`src/rtl/addsub_result_stage.sv`:
```
// Registered result stage for the DSP add/sub unit: derives condition flags from the
// operands and sum, and hands entries downstream through a 2-entry valid/ready skid buffer.
module addsub_result_stage #(
    parameter int WIDTH = 32
) (
    input  logic             clk,
    input  logic             rst_n,
    input  logic             flush,
    input  logic             in_valid,
    output logic             in_ready,
    input  logic [WIDTH-1:0] in_a,
    input  logic [WIDTH-1:0] in_b,
    input  logic             in_sub,
    input  logic [WIDTH-1:0] in_sum,
    output logic             out_valid,
    input  logic             out_ready,
    output logic [WIDTH-1:0] out_sum,
    output logic             out_zero,
    output logic             out_neg,
    output logic             out_carry,
    output logic             out_ovf,
    output logic             out_lt,
    output logic             out_ltu
);

    localparam int M = WIDTH - 1;

    typedef struct packed {
        logic [WIDTH-1:0] sum;
        logic             zero;
        logic             neg;
        logic             carry;
        logic             ovf;
        logic             lt;
        logic             ltu;
    } entry_t;

    typedef enum logic [1:0] {
        EMPTY = 2'd0,
        BUSY  = 2'd1,
        FULL  = 2'd2
    } state_t;

    state_t     state_q;
    entry_t     main_q;
    entry_t     skid_q;
    entry_t     entry_d;
    logic [WIDTH-1:0] bx;
    logic       accept;
    logic       pop;

    // The DSP inverts B for subtraction, so flags are derived against the inverted operand.
    always_comb begin
        bx            = in_sub ? ~in_b : in_b;
        entry_d.sum   = in_sum;
        entry_d.zero  = ~|in_sum;
        entry_d.neg   = in_sum[M];
        entry_d.carry = (in_a[M] & bx[M]) | ((in_a[M] | bx[M]) & ~in_sum[M]);
        entry_d.ovf   = (in_a[M] == bx[M]) & (in_sum[M] != in_a[M]);
        entry_d.lt    = in_sub & (in_sum[M] ^ entry_d.ovf);
        entry_d.ltu   = in_sub & ~entry_d.carry;
    end

    assign in_ready  = (state_q != FULL);
    assign out_valid = (state_q != EMPTY);
    assign accept    = in_valid & in_ready;
    assign pop       = out_valid & out_ready;

    always_ff @(posedge clk or negedge rst_n) begin
        if (!rst_n) begin
            state_q <= EMPTY;
            main_q  <= '0;
            skid_q  <= '0;
        end else if (flush) begin
            state_q <= EMPTY;
        end else begin
            case (state_q)
                EMPTY: begin
                    if (accept) begin
                        state_q <= BUSY;
                        main_q  <= entry_d;
                    end
                end
                BUSY: begin
                    if (accept && pop) begin
                        main_q <= entry_d;
                    end else if (accept) begin
                        state_q <= FULL;
                        skid_q  <= entry_d;
                    end else if (pop) begin
                        state_q <= EMPTY;
                    end
                end
                FULL: begin
                    if (pop) begin
                        state_q <= BUSY;
                        main_q  <= skid_q;
                    end
                end
                default: state_q <= EMPTY;
            endcase
        end
    end

    assign out_sum   = main_q.sum;
    assign out_zero  = main_q.zero;
    assign out_neg   = main_q.neg;
    assign out_carry = main_q.carry;
    assign out_ovf   = main_q.ovf;
    assign out_lt    = main_q.lt;
    assign out_ltu   = main_q.ltu;

endmodule
```
`config.mk`:
```
export PLATFORM = sky130hd
export DESIGN_NAME = addsub_result_stage
export DESIGN_NICKNAME = d
export VERILOG_FILES = /design/src/rtl/addsub_result_stage.sv
export SDC_FILE = /design/constraint.sdc
export NUM_CORES = 1
export LEC_CHECK = 0
export BUFFER_PORTS_ARGS = -buffer_cell sky130_fd_sc_hd__buf_2
export CORE_UTILIZATION = 46
export CTS_BUF_LIST = sky130_fd_sc_hd__clkbuf_4
export DETAILED_ROUTE_END_ITERATION = 8
export GPL_ROUTABILITY_DRIVEN = 1
export HOLD_SLACK_MARGIN = 0.15
export PLACE_DENSITY = 0.77
export SKIP_CTS_REPAIR_TIMING = 1
export SLEW_MARGIN = 20
export SYNTH_ARGS = -nofsm -noshare
export SYNTH_HDL_FRONTEND = slang
export SYNTH_SLANG_ARGS = --single-unit
```
`constraint.sdc`:
```
create_clock -name clk -period 2.2 [get_ports clk]
set_clock_uncertainty 0.15 [all_clocks]
set_input_delay 0.22 -clock clk [delete_from_list [all_inputs] [get_ports clk]]
set_output_delay 0.22 -clock clk [all_outputs]
set_load 0.03 [all_outputs]
```
---- After elaboration in Yosys (flattened, before gate mapping) ----
Index checks and enable logic that the tools add are counted.
Widths: inputs -> output; s select.
cells by class
  add/subtract/negate cells ............... 0
  multipliers ............................. 0
  div/mod/pow operators ................... 0
  $lt $le $gt $ge ......................... 0
  equality and inequality tests ........... 12
  shift operators ......................... 0
  muxes and demuxes ....................... 12
  bitwise gates (word level) .............. 15
  reduce and logical (&&, ||, !) cells .... 9
operators with widths
  kind                count
  $mux 38             3
  $pmux 38 s3         1
  $mux 32             1
  $not 32->32         1
  $reduce_or 32->1    1
  $mux 2              6
  $ne 3x3->1 const B  3
  $ne 2x2->1 const B  4
  $reduce_and 4->1    2
  $and 1x1->1         7
  $pmux 2 s3          1
  $reduce_and 5->1    1
  $ne 4x4->1 const B  1
  $not 1->1           4
  $reduce_bool 3->1   1
  $eq 2x1->1 const B  1
  $eq 2x2->1 const B  1
  $logic_not 2->1     1
  $or 1x1->1          2
  $reduce_bool 2->1   1
  $eq 1x1->1          1
  $logic_and 1x1->1   1
  $logic_not 1->1     1
  $ne 1x1->1          1
  $xor 1x1->1         1
word-level totals
  flip-flop bits (word level) ............. 78
  latch bits .............................. 0
  memory bits (writable) .................. 0
  memory bits (read-only) ................. 0
  output and inout bits ................... 40
  word-level logic and storage cells ...... 63
  memories ................................ 0

---- Longest topological paths before layout ----
Gate-level depths: netlist (run 1).
  depth after elaboration ................. 9
  gate-level depth with buffers ........... 7
  mapped depth without buffers ............ 7

---- Worst setup path before layout (run 1) ----
Ideal clock, no wire load.
  path type ............................... reg-to-reg
  start ................................... register state_q[0]
  end ..................................... register main_q (netlist bit out_carry)
  library setup time ...................... 0.125 ns
  arrival time ............................ 1.474 ns
  setup slack ............................. 0.450 ns
  stages on the path, launching flop included .. 5
  buffers on the path ..................... 1
  cell sequence ........................... dfrtp_1 > nand3b_1 > a21oi_4 > buf_12 > mux2_4
between the ends
  longest elaborated chain between the ends .. 5
  elaborated cells on any way between the ends .. 14
ends and longest elaborated chain
  item                                             line    source
  start, declared                                  44      state_t state_q;
  start signal, assigned                           71      state_q <= EMPTY;
  start signal, assigned                           75      state_q <= EMPTY;
  start signal, assigned                           80      state_q <= BUSY;
  $ne 2x2->1 or $reduce_bool 2->1 (tied branches)  64, 65
  $and 1x1->1, on equally long branches            66, 67
  $logic_and 1x1->1                                85      if (accept && pop) begin
  $ne 2x2->1 (no source line)                      n/a
  $reduce_and 5->1 (no source line)                n/a
  end signal, assigned                             81      main_q <= entry_d;
  end signal, assigned                             86      main_q <= entry_d;
  end signal, assigned                             97      main_q <= skid_q;
  end, declared                                    45      entry_t main_q;
Several ways; a longest one is shown, not always the timed one.
A chain may end at the register's enable or synchronous reset.

---- Worst setup path after layout (run 1) ----
  start ................................... input in_sub
  end ..................................... register main_q (netlist bit out_lt)
between the ends
  longest elaborated chain between the ends .. 7
  elaborated cells on any way between the ends .. 8
ends and longest elaborated chain
  item                               line    source
  start, declared                    13      input logic in_sub,
  $mux 32                            54      bx = in_sub ? ~in_b : in_b;
  $eq 1x1->1                         59      entry_d.ovf = (in_a[M] == bx[M]) & (in_sum[M] != in_a[M]);
  $and 1x1->1                        59
  $xor 1x1->1                        60      entry_d.lt = in_sub & (in_sum[M] ^ entry_d.ovf);
  $and 1x1->1 *                      60
  $mux 38, on equally long branches  85, 79
  $pmux 38 s3 *                      77      case (state_q)
Mark *: on every way between the ends. The rest lies on a longest branch, timed or not. The select of a mux whose other input is x is not followed.

==> results of run 1 <==
-- state kept, by name, summed over array words and instances (netlist names) --
signal and count:
out_carry 1, out_sum 32, skid_q 37, out_zero 1, out_ltu 1, state_q 2
out_ovf 1, out_lt 1
-- cells in the mapped netlist (all sizes together) --
cell type,instances,area (um2)
nor3b,1,12.5
dfrtp,76,1900
ha,2,25.0
xnor2,1,8.76
inv,5,18.8
nand3b,1,7.51
o21ai,3,15.0
nand2b,1,13.8
a21oi,4,31.3
o31ai,1,7.51
o22a,1,8.76
nand4,2,12.5
nor2b,2,20.0
o21ba,1,10.0
xor2,1,8.76
mux2i,2,20.0
mux2,105,1300
buf,13,151
nor4,8,50.1
nor3,1,5.00
nand2,8,32.5
or2,1,6.26
o21a,1,7.51
nor2,4,15.0
-- logic make-up after synthesis --
group	Yosys count	synth area share
flip-flops	76	0.516
adder cells (fa/ha/maj)	2	0.00678
AND/OR/NAND/NOR	29	0.0475
AO/OA/AOI/OAI	11	0.0217
XOR/XNOR	2	0.00475
buffers and inverters	18	0.0461
multiplexers	107	0.358
-- worst min path at each step --
stage          cells past startpoint                     end     start
6_report                           4   skid_q[2]$_DFFE_PN0P_  in_a[31]
5_1_grt                            4   skid_q[2]$_DFFE_PN0P_  in_a[31]
4_1_cts                            1  out_sum[7]$_DFFE_PN0P_     rst_n
3_5_place_dp                       1  out_sum[7]$_DFFE_PN0P_     rst_n
3_3_place_gp                       1  skid_q[13]$_DFFE_PN0P_     rst_n
2_1_floorplan                      0   out_carry$_DFFE_PN0P_     rst_n
-- cell type report --
| cell class | instances | share of cell area |
|---|---|---|
| clock buffers | 10 | 0.0158 |
| flip-flops and latches | 76 | 0.401 |
| inverters | 5 | 0.00396 |
| multi-input cells | 151 | 0.344 |
| well taps | 102 | 0.0269 |
| clock inverters | 6 | 0.0216 |
| repair buffers | 126 | 0.187 |
-- metrics by stage --
stage | util | cells | instance area, um2 | power (mW) | setup WS (ps)
CTS | 0.562 | 436 | 4340 | 4.07 | 236
detailed placement | 0.539 | 420 | 4170 | 3.00 | 252
floorplan | - | 245 | 3690 | 2.68 | 450
global route | 0.614 | 476 | 4740 | 4.29 | 48.6
finish | 0.614 | 476 | 4740 | 4.08 | 123
global placement | 0.539 | 420 | 4170 | 2.96 | 299
-- power by group --
group          internal (mW)  leakage, nW  switching, mW
logic                  0.555         1.17          0.572
clock network          0.580       0.0955          0.479
registers               1.72        0.923          0.166
-- metal layers --
metal	GRT usage	up-vias	routed length, um
li1	-	1135	-
met1	0.229	1168	3320
met2	0.279	55	3590
met3	0.0427	10	289
met4	0.0754	0	106
met5	0	-	0
-- cell usage in the layout (no fill, tap or decap), types with 2 or more instances in the layout --
cell	instances
a21oi_1	3
buf_12	3
buf_2	78
buf_4	5
bufinv_16	3
clkbuf_4	10
clkinv_1	2
dfrtp_1	76
dlygate4sd3_1	40
ha_1	2
inv_1	4
mux2_1	2
mux2_2	72
mux2_4	31
mux2i_1	2
nand2_1	7
nand4_1	2
nor2_1	4
nor2b_4	2
nor4_1	8
o21ai_0	3
-- worst max-delay path, stage by stage --
cell           delay, ps
dlygate4sd3_1        540
buf_2                160
xor2_1               200
inv_1                 70
ha_1                 300
mux2_2               330
nand2_1               80
o21ai_0               90
mux2_4               270
==> flow_summary_export.csv, run 1 <==
group,metric,value,unit
route,via_per_inst,4.97,
setup_path,critPathCaptureType,"register",
timing,fin_hold_ws,153,ps
setup_path,r2r_start,"state_q[1]$_DFFE_PN0P_",
synthesis,ys_warn_count,0,
placement,hpwl,4.79,mm
grt,grt_max_degree,44,
flow_run,maxCapViolCount,0,
layout,multi_input_area,1630,um2
setup_path,startpoint,"in_sub",
route,drc_errors,0,
route,drtPass1Iterations,3,
layout,diodes,0,
timing,finalSetupViolCount,0,
setup_path,rrSetupSlack,330,ps
layout,nFillCells,607,
setup_path,critPathRequiredTime,2360,ps
cts,clk_latency,420,ps
layout,nNetsFinal,473,
grt,antenna_found_initial,0,
setup_path,reg2reg_depth,5,
timing,setup_tns,0,ps
floorplanning,fp.dieW,91.5,um
setup_path,worstPathArrival,2230,ps
floorplanning,pin_count,142,
synthesis,syn_area,3690,um2
layout,drive_above_1_share,0.567,
synthesis,synth_nets,349,
route,dr_total_vias,2368,
timing,worstMarginPinSlew,428,ps
timing,rsz0062_at_grt,"no",
cts,ctsRootBufferMaster,"clkbuf_4",
placement,io_buffer_count,79,
cts,cts_tree,"built",
synthesis,synth_cell_type_count,33,
synthesis,synth_cells,245,
grt,first_global_vias,2316,
synthesis,ys_seq_elements,76,
layout,area_growth_syn_to_layout,28.6,%
timing,post-route-period-util,0.944,
grt,grt.total_usage,0.176,
route,detail-route-antenna-nets,0,
floorplanning,core,7730,um2
setup_path,cp_max_fo,3,
floorplanning,placement_rows,32,
placement,gp_congestion,0.705,
grt,grt_pass1_wl,11.4,mm
pwr,ir_worst_vdd,453,uV
timing,relSlewSlack,0.712,
timing,fin_crit,2080,ps
floorplanning,dieHeight,91.5,um
cts,clkSinkCount,76,
setup_path,path_class,"in -> reg",
pwr,p_leak,2.19,nW
setup_path,critPathLaunchType,"input port",
cts,numCtsBuffers,9,
synthesis,syn_avg_cell_area,15.1,um2
min_path,hp-class,"in -> reg",
timing,clock.fmax,481,MHz
synthesis,ys_seq_area_frac,0.516,
cts,h-tree-depth,3,
run_status,status,"completed",
timing,slew_violations,0,
route,drtIter0Drc,45,
setup_path,critPathCapture,"out_lt$_DFFE_PN0P_",
floorplanning,die_area,8380,um2
cts,cts.path.max_buffers,2,
cts,clk_pin_slew,110,ps
layout,seqCellArea,1900,um2
grt,grt-ovfl-total,0,
route,routedWlPerCell,15.3,um
route,finalWirelength,7.31,mm
pwr,p_per_area,859,nW/um2
timing,finalHoldViolations,0,
floorplanning,initial_utilization,0.477,
setup_path,r2r-end,"state_q[1]$_DFFE_PN0P_",
Power figures use the tool's default switching activity.
==> inputs of run 2 (changes only) <==
--- a/config.mk
+++ b/config.mk
@@ -6,12 +6,14 @@
 export NUM_CORES = 1
 export LEC_CHECK = 0
 export BUFFER_PORTS_ARGS = -buffer_cell sky130_fd_sc_hd__buf_2
-export CORE_UTILIZATION = 46
+export CELL_PAD_IN_SITES_DETAIL_PLACEMENT = 1
+export CELL_PAD_IN_SITES_GLOBAL_PLACEMENT = 1
+export CORE_UTILIZATION = 36
 export CTS_BUF_LIST = sky130_fd_sc_hd__clkbuf_4
 export DETAILED_ROUTE_END_ITERATION = 8
 export GPL_ROUTABILITY_DRIVEN = 1
 export HOLD_SLACK_MARGIN = 0.15
-export PLACE_DENSITY = 0.77
+export PLACE_DENSITY = 0.79
 export SKIP_CTS_REPAIR_TIMING = 1
 export SLEW_MARGIN = 20
 export SYNTH_ARGS = -nofsm -noshare
==> constraint.sdc (replaced) <==
create_clock -name clk -period 1.85 [get_ports clk]
set_clock_uncertainty 0.15 [all_clocks]
set_input_delay 0.185 -clock clk [delete_from_list [all_inputs] [get_ports clk]]
set_output_delay 0.185 -clock clk [all_outputs]
set_load 0.03 [all_outputs]
==> run 2 against run 1 <==
Net effect:
- global-route usage down 1.9 points
- largest cell class unchanged
- combinational power up 24%
- critical path depth down 6
- die area up 27%
- critical endpoint is now out_valid
- sequential share of layout area down 1.0 points
- worst setup slack worse by 80 ps
- sequential power up 20%
- clock power down 6%
- register-to-register slack worse by 280 ps
- via count up 4.3%
- highest routed layer unchanged
- first-iteration DRC count down 11%
- non-clock buffer count up 10
==> flow_summary_export.csv, run 2 (synthesized netlist as in run 1, its figures left out) <==
group,metric,value,unit
run_status,status,"completed",
timing,rsz0062_at_grt,"yes",
layout,post-route-util,0.494,
floorplanning,initial_utilization,0.374,
cts,cts_tree,"built",
timing,finalSetupViolCount,0,
floorplanning,dieHeight,103,um
layout,diodes,0,
grt,grt-ovfl-total,0,
timing,clock.fmax,553,MHz
setup_path,path_class,"reg -> out",
floorplanning,fp.dieW,103,um
setup_path,critPathCaptureType,"primary output",
route,via_per_inst,4.78,
setup_path,critPathLaunchType,"register",
cts,clkSinkCount,76,
placement,io_buffer_count,79,
cts,clk_pin_slew,120,ps
setup_path,startpoint,"state_q[1]$_DFFE_PN0P_",
flow_run,maxCapViolCount,0,
pwr,ir_worst_vdd,549,uV
cts,clk_latency,430,ps
grt,grt_pass1_wl,12.6,mm
grt,antenna_found_initial,0,
timing,setup_tns,0,ps
cts,ctsRootBufferMaster,"clkbuf_4",
timing,post-route-period-util,0.977,
cts,cts.path.max_buffers,2,
cts,h-tree-depth,3,
layout,nFillCells,1006,
route,finalWirelength,8.72,mm
route,dr_total_vias,2470,
setup_path,r2r_start,"state_q[1]$_DFFE_PN0P_",
placement,dp_worst_setup_slack,-85.4,ps
route,drtIter0Drc,40,
layout,fin_cells,517,
setup_path,r2r-end,"out_sum[23]$_DFFE_PN0P_",
floorplanning,pin_count,142,
route,drtPass1Iterations,4,
floorplanning,die_area,10700,um2
setup_path,reg2reg_depth,5,
layout,nNetsFinal,483,
pwr,p_leak,2.24,nW
floorplanning,placement_rows,36,
pwr,power,4.67,mW
timing,relSlewSlack,0.681,
setup_path,rrSetupSlack,50,ps
route,drc_errors,0,
setup_path,critPathRequiredTime,1510,ps
timing,fin_hold_ws,143,ps
setup_path,cp_max_fo,5,
timing,fin_crit,1810,ps
timing,slew_violations,0,
route,routedWlPerCell,16.9,um
timing,worstMarginPinSlew,475,ps
floorplanning,core,9860,um2
layout,area_growth_syn_to_layout,32.2,%
placement,hpwl,5.44,mm
layout,regMostFlops,"skid_q",
layout,largest_reg_flops,37,
layout,final_area,4880,um2
pwr,p_per_area,957,nW/um2
timing,finalHoldViolations,0,
grt,grt_max_degree,45,
layout,drive_above_1_share,0.589,
layout,final_cell_mix,"buf_2, dfrtp_1, mux2_2, dlygate4sd3_1, mux2_4",
timing,fin_ws,42.8,ps
placement,postPlaceCellArea,4260,um2
cts,numCtsBuffers,9,
grt,grt.total_usage,0.157,
min_path,hp-class,"in -> reg",
setup_path,worstPathArrival,1470,ps
placement,gp_congestion,0.706,
route,detail-route-antenna-nets,0,
setup_path,critPathCapture,"out_valid",
placement,dp.cells,455,
grt,first_global_vias,2457,
layout,final_common_cell,"buf_2",
-- run 2: changes by cell type in the layout (fill, tap and decap cells not counted), sizes merged --
cell / delta
buf: +11
bufinv: -2
clkbuf: -1
clkinv: +2
dlygate4sd3: -1
inv: +1
-- run 2: worst max-delay path: stages (launching register included) --
cell and delay (ps):
dfrtp_2 470, buf_4 150, or2_2 300, buf_6 140
-- run 2: power breakdown --
part	switching [mW]	internal, mW	leakage [nW]
registers	0.213	2.05	0.920
logic	0.706	0.694	1.25
clock network	0.594	0.408	0.0775
-- run 2: final cells by class --
class                      instances  area [um2]  share of cell area
timing repair buffer             136        1010               0.207
sequential                        76        1900               0.390
inverter                           5        18.8             0.00385
multi-input combinational        151        1650               0.337
clock buffer                       9        67.6              0.0139
clock inverter                     7        66.3              0.0136
tap                              133         166              0.0341
-- run 2: worst min-delay path by stage --
| stage | to | start | slack [ps] | cells past startpoint |
|---|---|---|---|---|
| 2_1_floorplan | out_carry$_DFFE_PN0P_ | rst_n | -260 | 0 |
| 3_3_place_gp | out_sum[19]$_DFFE_PN0P_ | rst_n | 9 | 1 |
| 3_5_place_dp | out_sum[16]$_DFFE_PN0P_ | rst_n | 9 | 1 |
| 4_1_cts | out_sum[16]$_DFFE_PN0P_ | rst_n | -480 | 1 |
| 5_1_grt | skid_q[2]$_DFFE_PN0P_ | in_sum[31] | 180 | 4 |
| 6_report | skid_q[2]$_DFFE_PN0P_ | in_a[31] | 140 | 4 |
-- run 2: metal layers --
layer,up-vias,track usage,share of wire
met4,0,0.0520,0.012
met2,60,0.271,0.53
met3,13,0.0349,0.038
met1,1245,0.195,0.42
met5,-,0,0
li1,1152,-,-
